===== src/rtl/reflet_bus_arbiter_pkg.sv =====
// Shared types and helpers for the reflet bus arbiter.
package reflet_bus_arbiter_pkg;

   localparam int unsigned WordsizeDefault = 16;

   // Bus ownership phases; encoding is visible on debug probes, keep it fixed.
   typedef enum logic [1:0] {
      StCpuOwn   = 2'd0,
      StHandover = 2'd1,
      StDmaOwn   = 2'd2,
      StHandback = 2'd3
   } arb_state_e;

   // Bits needed to hold values 0..max_val (at least one bit).
   function automatic int unsigned cnt_width(input int unsigned max_val);
      return (max_val < 2) ? 1 : $clog2(max_val + 1);
   endfunction

endpackage


===== src/rtl/reflet_bus_arbiter_if.sv =====
// CPU, secondary-master and memory signals around the bus arbiter.
interface reflet_bus_arbiter_if
   import reflet_bus_arbiter_pkg::*;
#(
   parameter int unsigned Wordsize = WordsizeDefault
);
   logic                enable;
   logic                cpu_enable;
   logic [Wordsize-1:0] cpu_addr;
   logic [Wordsize-1:0] cpu_data_out;
   logic                cpu_write_en;
   logic [Wordsize-1:0] cpu_data_in;
   logic                dma_req;
   logic                dma_gnt;
   logic [Wordsize-1:0] dma_addr;
   logic [Wordsize-1:0] dma_wdata;
   logic                dma_write_en;
   logic                dma_read_en;
   logic [Wordsize-1:0] dma_rdata;
   logic                dma_rvalid;
   logic [Wordsize-1:0] mem_addr;
   logic [Wordsize-1:0] mem_data_out;
   logic                mem_write_en;
   logic [Wordsize-1:0] mem_data_in;

   // Arbiter side.
   modport slave (
      input  enable, cpu_addr, cpu_data_out, cpu_write_en, dma_req, dma_addr, dma_wdata,
             dma_write_en, dma_read_en, mem_data_in,
      output cpu_enable, cpu_data_in, dma_gnt, dma_rdata, dma_rvalid, mem_addr, mem_data_out,
             mem_write_en
   );

   // Environment side: masters and memory.
   modport master (
      output enable, cpu_addr, cpu_data_out, cpu_write_en, dma_req, dma_addr, dma_wdata,
             dma_write_en, dma_read_en, mem_data_in,
      input  cpu_enable, cpu_data_in, dma_gnt, dma_rdata, dma_rvalid, mem_addr, mem_data_out,
             mem_write_en
   );
endinterface


===== src/rtl/reflet_bus_arbiter_counter.sv =====
// Loadable up/down counter; counting down saturates at zero.
module reflet_bus_arbiter_counter #(
   parameter int unsigned Width = 4
) (
   input  logic             clk,
   input  logic             reset,
   input  logic             load_i,
   input  logic [Width-1:0] load_val_i,
   input  logic             up_i,
   input  logic             down_i,
   input  logic [Width-1:0] term_val_i,
   output logic             term_o
);
   logic [Width-1:0] count_d, count_q;

   // Next count: load wins over up, up wins over down.
   always_comb begin
      count_d = count_q;
      if (load_i) begin
         count_d = load_val_i;
      end else if (up_i) begin
         count_d = count_q + Width'(1);
      end else if (down_i && (count_q != '0)) begin
         count_d = count_q - Width'(1);
      end
   end

   // Count register.
   always_ff @(posedge clk or negedge reset) begin
      if (!reset) begin
         count_q <= '0;
      end else begin
         count_q <= count_d;
      end
   end

   assign term_o = (count_q == term_val_i);
endmodule


===== src/rtl/reflet_bus_arbiter.sv =====
// Shares one synchronous memory port between the CPU and a secondary master,
// stalling the CPU while the secondary master holds a bounded tenure.
module reflet_bus_arbiter
   import reflet_bus_arbiter_pkg::*;
#(
   parameter int unsigned MaxBurst = 8,
   parameter int unsigned CpuMin   = 4
) (
   input  logic                 clk,
   input  logic                 reset,
   reflet_bus_arbiter_if.slave  bus_io
);
   localparam int unsigned BurstW = cnt_width(MaxBurst);
   localparam int unsigned CoolW  = cnt_width(CpuMin);
   localparam logic [BurstW-1:0] BurstLast = BurstW'(MaxBurst - 1);
   localparam logic [CoolW-1:0]  CoolLoad  = CoolW'(CpuMin);

   arb_state_e state_d, state_q;
   logic       burst_last;
   logic       cool_zero;
   logic       rvalid_d, rvalid_q;

   // Burst counter: cleared on handover, counts each DMA-owned cycle.
   reflet_bus_arbiter_counter #(
      .Width(BurstW)
   ) u_burst (
      .clk       (clk),
      .reset     (reset),
      .load_i    (state_q == StHandover),
      .load_val_i('0),
      .up_i      (state_q == StDmaOwn),
      .down_i    (1'b0),
      .term_val_i(BurstLast),
      .term_o    (burst_last)
   );

   // Cooldown counter: armed on handback, drains while the CPU owns the bus.
   reflet_bus_arbiter_counter #(
      .Width(CoolW)
   ) u_cool (
      .clk       (clk),
      .reset     (reset),
      .load_i    (state_q == StHandback),
      .load_val_i(CoolLoad),
      .up_i      (1'b0),
      .down_i    (state_q == StCpuOwn),
      .term_val_i('0),
      .term_o    (cool_zero)
   );

   // State register.
   always_ff @(posedge clk or negedge reset) begin
      if (!reset) begin
         state_q <= StCpuOwn;
      end else begin
         state_q <= state_d;
      end
   end

   // Next-state logic; the DMA tenure ignores the global enable once granted.
   always_comb begin
      state_d = state_q;
      unique case (state_q)
         StCpuOwn: begin
            if (bus_io.dma_req && cool_zero && bus_io.enable) state_d = StHandover;
         end
         StHandover: state_d = StDmaOwn;
         StDmaOwn: begin
            if (!bus_io.dma_req || burst_last) state_d = StHandback;
         end
         StHandback: state_d = StCpuOwn;
         default:    state_d = StCpuOwn;
      endcase
   end

   // Output muxes; handover/handback present the CPU address so its pending
   // read is refetched before it resumes. Reset forces idle values at once.
   always_comb begin
      bus_io.cpu_enable   = 1'b0;
      bus_io.dma_gnt      = 1'b0;
      bus_io.mem_addr     = bus_io.cpu_addr;
      bus_io.mem_data_out = bus_io.cpu_data_out;
      bus_io.mem_write_en = 1'b0;
      unique case (state_q)
         StCpuOwn: begin
            bus_io.cpu_enable   = bus_io.enable;
            bus_io.mem_write_en = bus_io.cpu_write_en & bus_io.enable;
         end
         StDmaOwn: begin
            bus_io.dma_gnt      = 1'b1;
            bus_io.mem_addr     = bus_io.dma_addr;
            bus_io.mem_data_out = bus_io.dma_wdata;
            bus_io.mem_write_en = bus_io.dma_write_en;
         end
         default: ;
      endcase
      if (!reset) begin
         bus_io.cpu_enable   = 1'b0;
         bus_io.dma_gnt      = 1'b0;
         bus_io.mem_addr     = '0;
         bus_io.mem_data_out = '0;
         bus_io.mem_write_en = 1'b0;
      end
   end

   // Read-valid tracks the memory's one-cycle read latency.
   always_comb begin
      rvalid_d = (state_q == StDmaOwn) && bus_io.dma_read_en;
   end

   // Read-valid register.
   always_ff @(posedge clk or negedge reset) begin
      if (!reset) begin
         rvalid_q <= 1'b0;
      end else begin
         rvalid_q <= rvalid_d;
      end
   end

   assign bus_io.dma_rvalid  = rvalid_q;
   assign bus_io.cpu_data_in = bus_io.mem_data_in;
   assign bus_io.dma_rdata   = bus_io.mem_data_in;
endmodule

===== src/flat_wrapper.sv =====
// flat-port wrapper written by rule: the top's interface ports become plain ports
module reflet_bus_arbiter_flat import reflet_bus_arbiter_pkg::*;
#(
   parameter int unsigned MaxBurst = 8,
   parameter int unsigned CpuMin   = 4
)
  (clk, reset, bus_io_enable, bus_io_cpu_addr, bus_io_cpu_data_out, bus_io_cpu_write_en, bus_io_dma_req, bus_io_dma_addr, bus_io_dma_wdata, bus_io_dma_write_en, bus_io_dma_read_en, bus_io_mem_data_in, bus_io_cpu_enable, bus_io_cpu_data_in, bus_io_dma_gnt, bus_io_dma_rdata, bus_io_dma_rvalid, bus_io_mem_addr, bus_io_mem_data_out, bus_io_mem_write_en);
  reflet_bus_arbiter_if bus_io_i ();
  input  logic clk;
  input  logic reset;
  input wire logic [$bits(bus_io_i.enable)-1:0] bus_io_enable;
  input wire logic [$bits(bus_io_i.cpu_addr)-1:0] bus_io_cpu_addr;
  input wire logic [$bits(bus_io_i.cpu_data_out)-1:0] bus_io_cpu_data_out;
  input wire logic [$bits(bus_io_i.cpu_write_en)-1:0] bus_io_cpu_write_en;
  input wire logic [$bits(bus_io_i.dma_req)-1:0] bus_io_dma_req;
  input wire logic [$bits(bus_io_i.dma_addr)-1:0] bus_io_dma_addr;
  input wire logic [$bits(bus_io_i.dma_wdata)-1:0] bus_io_dma_wdata;
  input wire logic [$bits(bus_io_i.dma_write_en)-1:0] bus_io_dma_write_en;
  input wire logic [$bits(bus_io_i.dma_read_en)-1:0] bus_io_dma_read_en;
  input wire logic [$bits(bus_io_i.mem_data_in)-1:0] bus_io_mem_data_in;
  output wire logic [$bits(bus_io_i.cpu_enable)-1:0] bus_io_cpu_enable;
  output wire logic [$bits(bus_io_i.cpu_data_in)-1:0] bus_io_cpu_data_in;
  output wire logic [$bits(bus_io_i.dma_gnt)-1:0] bus_io_dma_gnt;
  output wire logic [$bits(bus_io_i.dma_rdata)-1:0] bus_io_dma_rdata;
  output wire logic [$bits(bus_io_i.dma_rvalid)-1:0] bus_io_dma_rvalid;
  output wire logic [$bits(bus_io_i.mem_addr)-1:0] bus_io_mem_addr;
  output wire logic [$bits(bus_io_i.mem_data_out)-1:0] bus_io_mem_data_out;
  output wire logic [$bits(bus_io_i.mem_write_en)-1:0] bus_io_mem_write_en;
  assign bus_io_i.enable = bus_io_enable;
  assign bus_io_i.cpu_addr = bus_io_cpu_addr;
  assign bus_io_i.cpu_data_out = bus_io_cpu_data_out;
  assign bus_io_i.cpu_write_en = bus_io_cpu_write_en;
  assign bus_io_i.dma_req = bus_io_dma_req;
  assign bus_io_i.dma_addr = bus_io_dma_addr;
  assign bus_io_i.dma_wdata = bus_io_dma_wdata;
  assign bus_io_i.dma_write_en = bus_io_dma_write_en;
  assign bus_io_i.dma_read_en = bus_io_dma_read_en;
  assign bus_io_i.mem_data_in = bus_io_mem_data_in;
  assign bus_io_cpu_enable = bus_io_i.cpu_enable;
  assign bus_io_cpu_data_in = bus_io_i.cpu_data_in;
  assign bus_io_dma_gnt = bus_io_i.dma_gnt;
  assign bus_io_dma_rdata = bus_io_i.dma_rdata;
  assign bus_io_dma_rvalid = bus_io_i.dma_rvalid;
  assign bus_io_mem_addr = bus_io_i.mem_addr;
  assign bus_io_mem_data_out = bus_io_i.mem_data_out;
  assign bus_io_mem_write_en = bus_io_i.mem_write_en;
  reflet_bus_arbiter #(.MaxBurst(MaxBurst), .CpuMin(CpuMin)) u_core (.clk(clk), .reset(reset), .bus_io(bus_io_i));
endmodule

===== config.mk =====
export PLATFORM = sky130hd
export DESIGN_NAME = reflet_bus_arbiter_flat
export DESIGN_NICKNAME = d
export VERILOG_FILES = /design/src/rtl/reflet_bus_arbiter_pkg.sv /design/src/rtl/reflet_bus_arbiter_if.sv /design/src/rtl/reflet_bus_arbiter_counter.sv /design/src/rtl/reflet_bus_arbiter.sv /design/src/flat_wrapper.sv
export SDC_FILE = /design/constraint.sdc
export NUM_CORES = 1
export LEC_CHECK = 0
export ABC_AREA = 1
export CORE_MARGIN = 4
export CORE_UTILIZATION = 28
export CTS_BUF_LIST = sky130_fd_sc_hd__clkbuf_16
export DETAILED_ROUTE_END_ITERATION = 7
export GPL_ROUTABILITY_DRIVEN = 0
export PLACE_DENSITY = 0.83
export SLEW_MARGIN = 40
export SYNTH_ARGS = -nofsm -noshare
export SYNTH_HDL_FRONTEND = slang
export SYNTH_HIERARCHICAL = 1
export SYNTH_SLANG_ARGS = --single-unit

===== constraint.sdc =====
create_clock -name clk -period 1.71 [get_ports clk]
set_input_delay 0.513 -clock clk [delete_from_list [all_inputs] [get_ports clk]]
set_output_delay 0.513 -clock clk [all_outputs]
set_load 0.01 [all_outputs]

==> impl.org <==
** Run status
- Run status :: finished, violations left
- The final reports fail on setup timing.

** Layout
- Area Overhead vs Synth :: 81.3%
- Of the cells placed in the final design, the portion with a size suffix greater than 1 is 0.324.
- Final #Nets :: 475
- Final core utilization :: 0.533
- Most frequent cells in the layout :: 69 x clkdlybuf4s50_1, 46 x nor2_1, 34 x nand2_1
- N_diodes :: 0
- The library cell used most frequently in the layout, excluding fill and tap cells, is clkdlybuf4s50_1.
- Filler Cell Count :: roughly 520
- After routing the design area is 2990 um2.

** Setup path
- On the critical path, the stage with the largest delay is an instance of dfrtp_1.
- CP peak stage delay :: between 300 and 400 ps
- For the worst flop-to-flop path, the logic depth is 11.
- Grouping stages by cell kind, the critical path spends the most delay in buffers and inverters.
- Worst Path Required :: roughly 1200 ps
- Along the worst path, the maximum fanout reaches 8.
- STA classifies the critical path startpoint as a register.
- Cell-by-cell listing of the critical path :: inv_2, ha_4, buf_6, buf_4, nand2_1, a21o_1, inv_1, buf_2
- Counting both buffers and inverters, the worst setup path holds a total of 5.
- The critical path in this run is classified as reg -> out.
- Arrival time at the worst endpoint :: about 1500 ps
- The worst setup path is captured at an output pin.
- Stages on the worst setup path :: 8

** Die
- Die width :: 84.7 um
- FP Rows :: 27
- Chip Height :: around 85 um
- I/O pins :: about 160
- For this configuration, the core starts out at a cell density of 0.294.
- The floorplan step defined a die boundary enclosing 7180 um2.
- Core Region :: roughly 5600 um2

** Drt
- Detail-routed net length per standard cell :: approximately 14 um
- Avg Vias per Cell :: ~4.5
- After detailed routing, the number of remaining DRC violations is 0.
- The first routing iteration left 43 violations.
- In this run the remaining antenna-violating nets after routing total 0.
- Via count :: 2009
- The routed design has roughly 6.4 mm of wire.
- First drt pass iteration count :: 4

** STA
- In the finished design, the share of the clock period the worst path needs comes to 1.17.
- The smallest clock period supported by the final layout is computed as between 1500 and 2000 ps.
- The number of pins exceeding their max-slew limit in the final report came to 0.
- Clock skew on the completed layout was measured at 1.41 ps.
- Setup violations remaining at the end of the flow were counted as 38.
- Final Hold Viols :: 0
- FMAX :: 501 MHz
- Hold slack final :: roughly 550 ps
- Setup repair after global routing missed its margin :: yes
- PnR worst setup slack :: -286 ps

** Job
- Max-cap violations in this run came to 0.

** Yosys
- In this run the cell area of the synthesized design comes to 1650 um2.
- Post-synthesis cell count :: 264
- Number of storage elements in the synthesis netlist :: 10
- During synthesis, Yosys emitted a total of 6 warnings.
- Averaged over all synthesized cells, the footprint is 6.25 um2.
- The netlist uses 28 different library cells.
- Of the synthesized area, sequential elements account for 0.152.

** Clocking
- In this run the number of H-tree levels came out at 1.
- CTS Sinks :: 10
- Cell at the root of the clock tree :: clkbuf_16
- Clock-pin slew on the worst setup and hold paths :: 40 ps
- In this run the deepest clock path goes through 2 buffers.
- CTS tree :: built
- The number of clock buffers added by TritonCTS is 3.
- The later pin in the worst-skew pair is clocked with a latency of 230 ps.

** GRT
- Global route total overflow :: 0
- Wire length of the first global-routing pass :: roughly 9.9 mm
- The via count of the first global-routing pass was between 2000 and 2500.
- The initial antenna violation count was 0.
- Entering global routing, the biggest net connects 20 pins.
- Across every metal layer, demand over resource in global routing totals 0.166.

** Placement
- Detailed Place HPWL :: 4.36 mm
- Summing all placed instances gives a cell area of roughly 2700 um2.
- IO Port Bufs :: approximately 110
- Before CTS, the worst setup slack after placement is -871 ps.

** Power
- Leakage power of the design :: roughly 1.4 nW
- Power spread over the standard cell area amounts to approximately 1400 nW/um2.
- Peak supply drop :: ~940 uV

** Min path
- Tightest Hold Check Type :: in -> async
-- state kept, by name (all words and copies together) (netlist names) --
register,cells
u_core/bus_io.dma_rvalid,1
u_core/state_q,2
u_core/u_burst/count_q,4
u_core/u_cool/count_q,3
-- cell usage after synthesis --
cell type / number / area, um2
or2_1: 1 / 6.26
a21oi_1: 6 / 30.0
nand2_4: 3 / 33.8
o211ai_1: 1 / 7.51
inv_4: 1 / 6.26
nand3b_1: 1 / 7.51
nor3_1: 2 / 10.0
nor2_1: 77 / 289
inv_2: 2 / 7.51
nand2_1: 34 / 128
nor2_2: 2 / 12.5
a21o_1: 1 / 7.51
nand3_1: 12 / 60.1
buf_6: 7 / 78.8
conb_1: 2 / 7.51
nand2_2: 2 / 12.5
or2_0: 1 / 6.26
o21ai_0: 33 / 165
ha_1: 7 / 87.6
inv_1: 11 / 41.3
a21oi_2: 2 / 17.5
dfrtp_1: 10 / 250
and3_1: 1 / 6.26
or2_2: 1 / 6.26
xnor2_1: 2 / 17.5
xor2_1: 5 / 43.8
fa_1: 2 / 40.0
buf_4: 35 / 263
-- power by group --
part	switching, W	internal [W]
registers	0.000185	0.000365
logic	0.00178	0.00153
clock network	0.0000990	0.000302
-- tightest hold or removal path: stages --
cell and delay, ps:
clkdlybuf4s15_2 270, buf_16 180, buf_4 130
-- per-layer routing --
metal / GRT usage / vias up / wire [um]
met5: 0 / - / 0
met4: 0.0417 / 0 / 82
met3: 0.0304 / 9 / 371
met2: 0.315 / 70 / 3370
met1: 0.189 / 917 / 2520
li1: - / 1013 / -
-- cell type report --
type | instances | area, um2 | area share
Multi-Input combinational cell | 214 | 1280 | 0.430
Timing Repair Buffer | 133 | 1170 | 0.392
Sequential cell | 10 | 250 | 0.0837
Tap cell | 72 | 90.1 | 0.0301
Clock buffer | 3 | 75.1 | 0.0251
Inverter | 14 | 73.8 | 0.0247
Timing Repair inverter | 3 | 42.5 | 0.0142
-- path summary, 6_finish.rpt --
kind | to | start | slack, ps
max | bus_io_mem_write_en | u_core/state_q[0]$_DFFE_PN0P_ | -290
min | u_core/bus_io.dma_rvalid$_DFF_PN0_ | reset | 550
max reg2reg | u_core/u_burst/count_q[3]$_DFFE_PN0P_ | u_core/state_q[1]$_DFFE_PN0P_ | -250
min reg2reg | u_core/u_cool/count_q[1]$_DFFE_PN0P_ | u_core/u_cool/count_q[1]$_DFFE_PN0P_ | 610
max in group asynchronous | u_core/u_burst/count_q[1]$_DFFE_PN0P_ | reset | 1060
min in group clk | u_core/u_cool/count_q[1]$_DFFE_PN0P_ | u_core/u_cool/count_q[1]$_DFFE_PN0P_ | 610
-- cell families (layout without fill, tap and decap cells) --
group / after synthesis / after routing / share of synthesized area
simple gates: 137 / 137 / 0.351
other cells: 2 / 18 / 0.00455
fa+ha+maj: 9 / 9 / 0.0774
xor+xnor: 7 / 7 / 0.0372
compound gates: 43 / 43 / 0.138
flops: 10 / 10 / 0.152
buf+inv: 56 / 153 / 0.241
-- timing repair --
| item | CTS | global route |
|---|---|---|
| hold buffers | 0 | 0 |
| buffers inserted | 5 | 2 |
| gates cloned | 4 | 0 |
| resized for setup | 199 | 33 |
| endpoints found under the setup margin | 38 | 38 |
| pin swaps | 5 | 10 |
-- metrics by stage --
stage / power [W] / std cells / setup TNS (ps)
after floorplan: 0.00228 / 280 / 0
after global placement: 0.00316 / 435 / -26650
after detailed placement: 0.00326 / 435 / -27470
after CTS: 0.00402 / 447 / -7460
after global routing: 0.00464 / 449 / -9940
final: 0.00426 / 449 / -7430
Note: power is estimated with default switching activity, not from simulation.
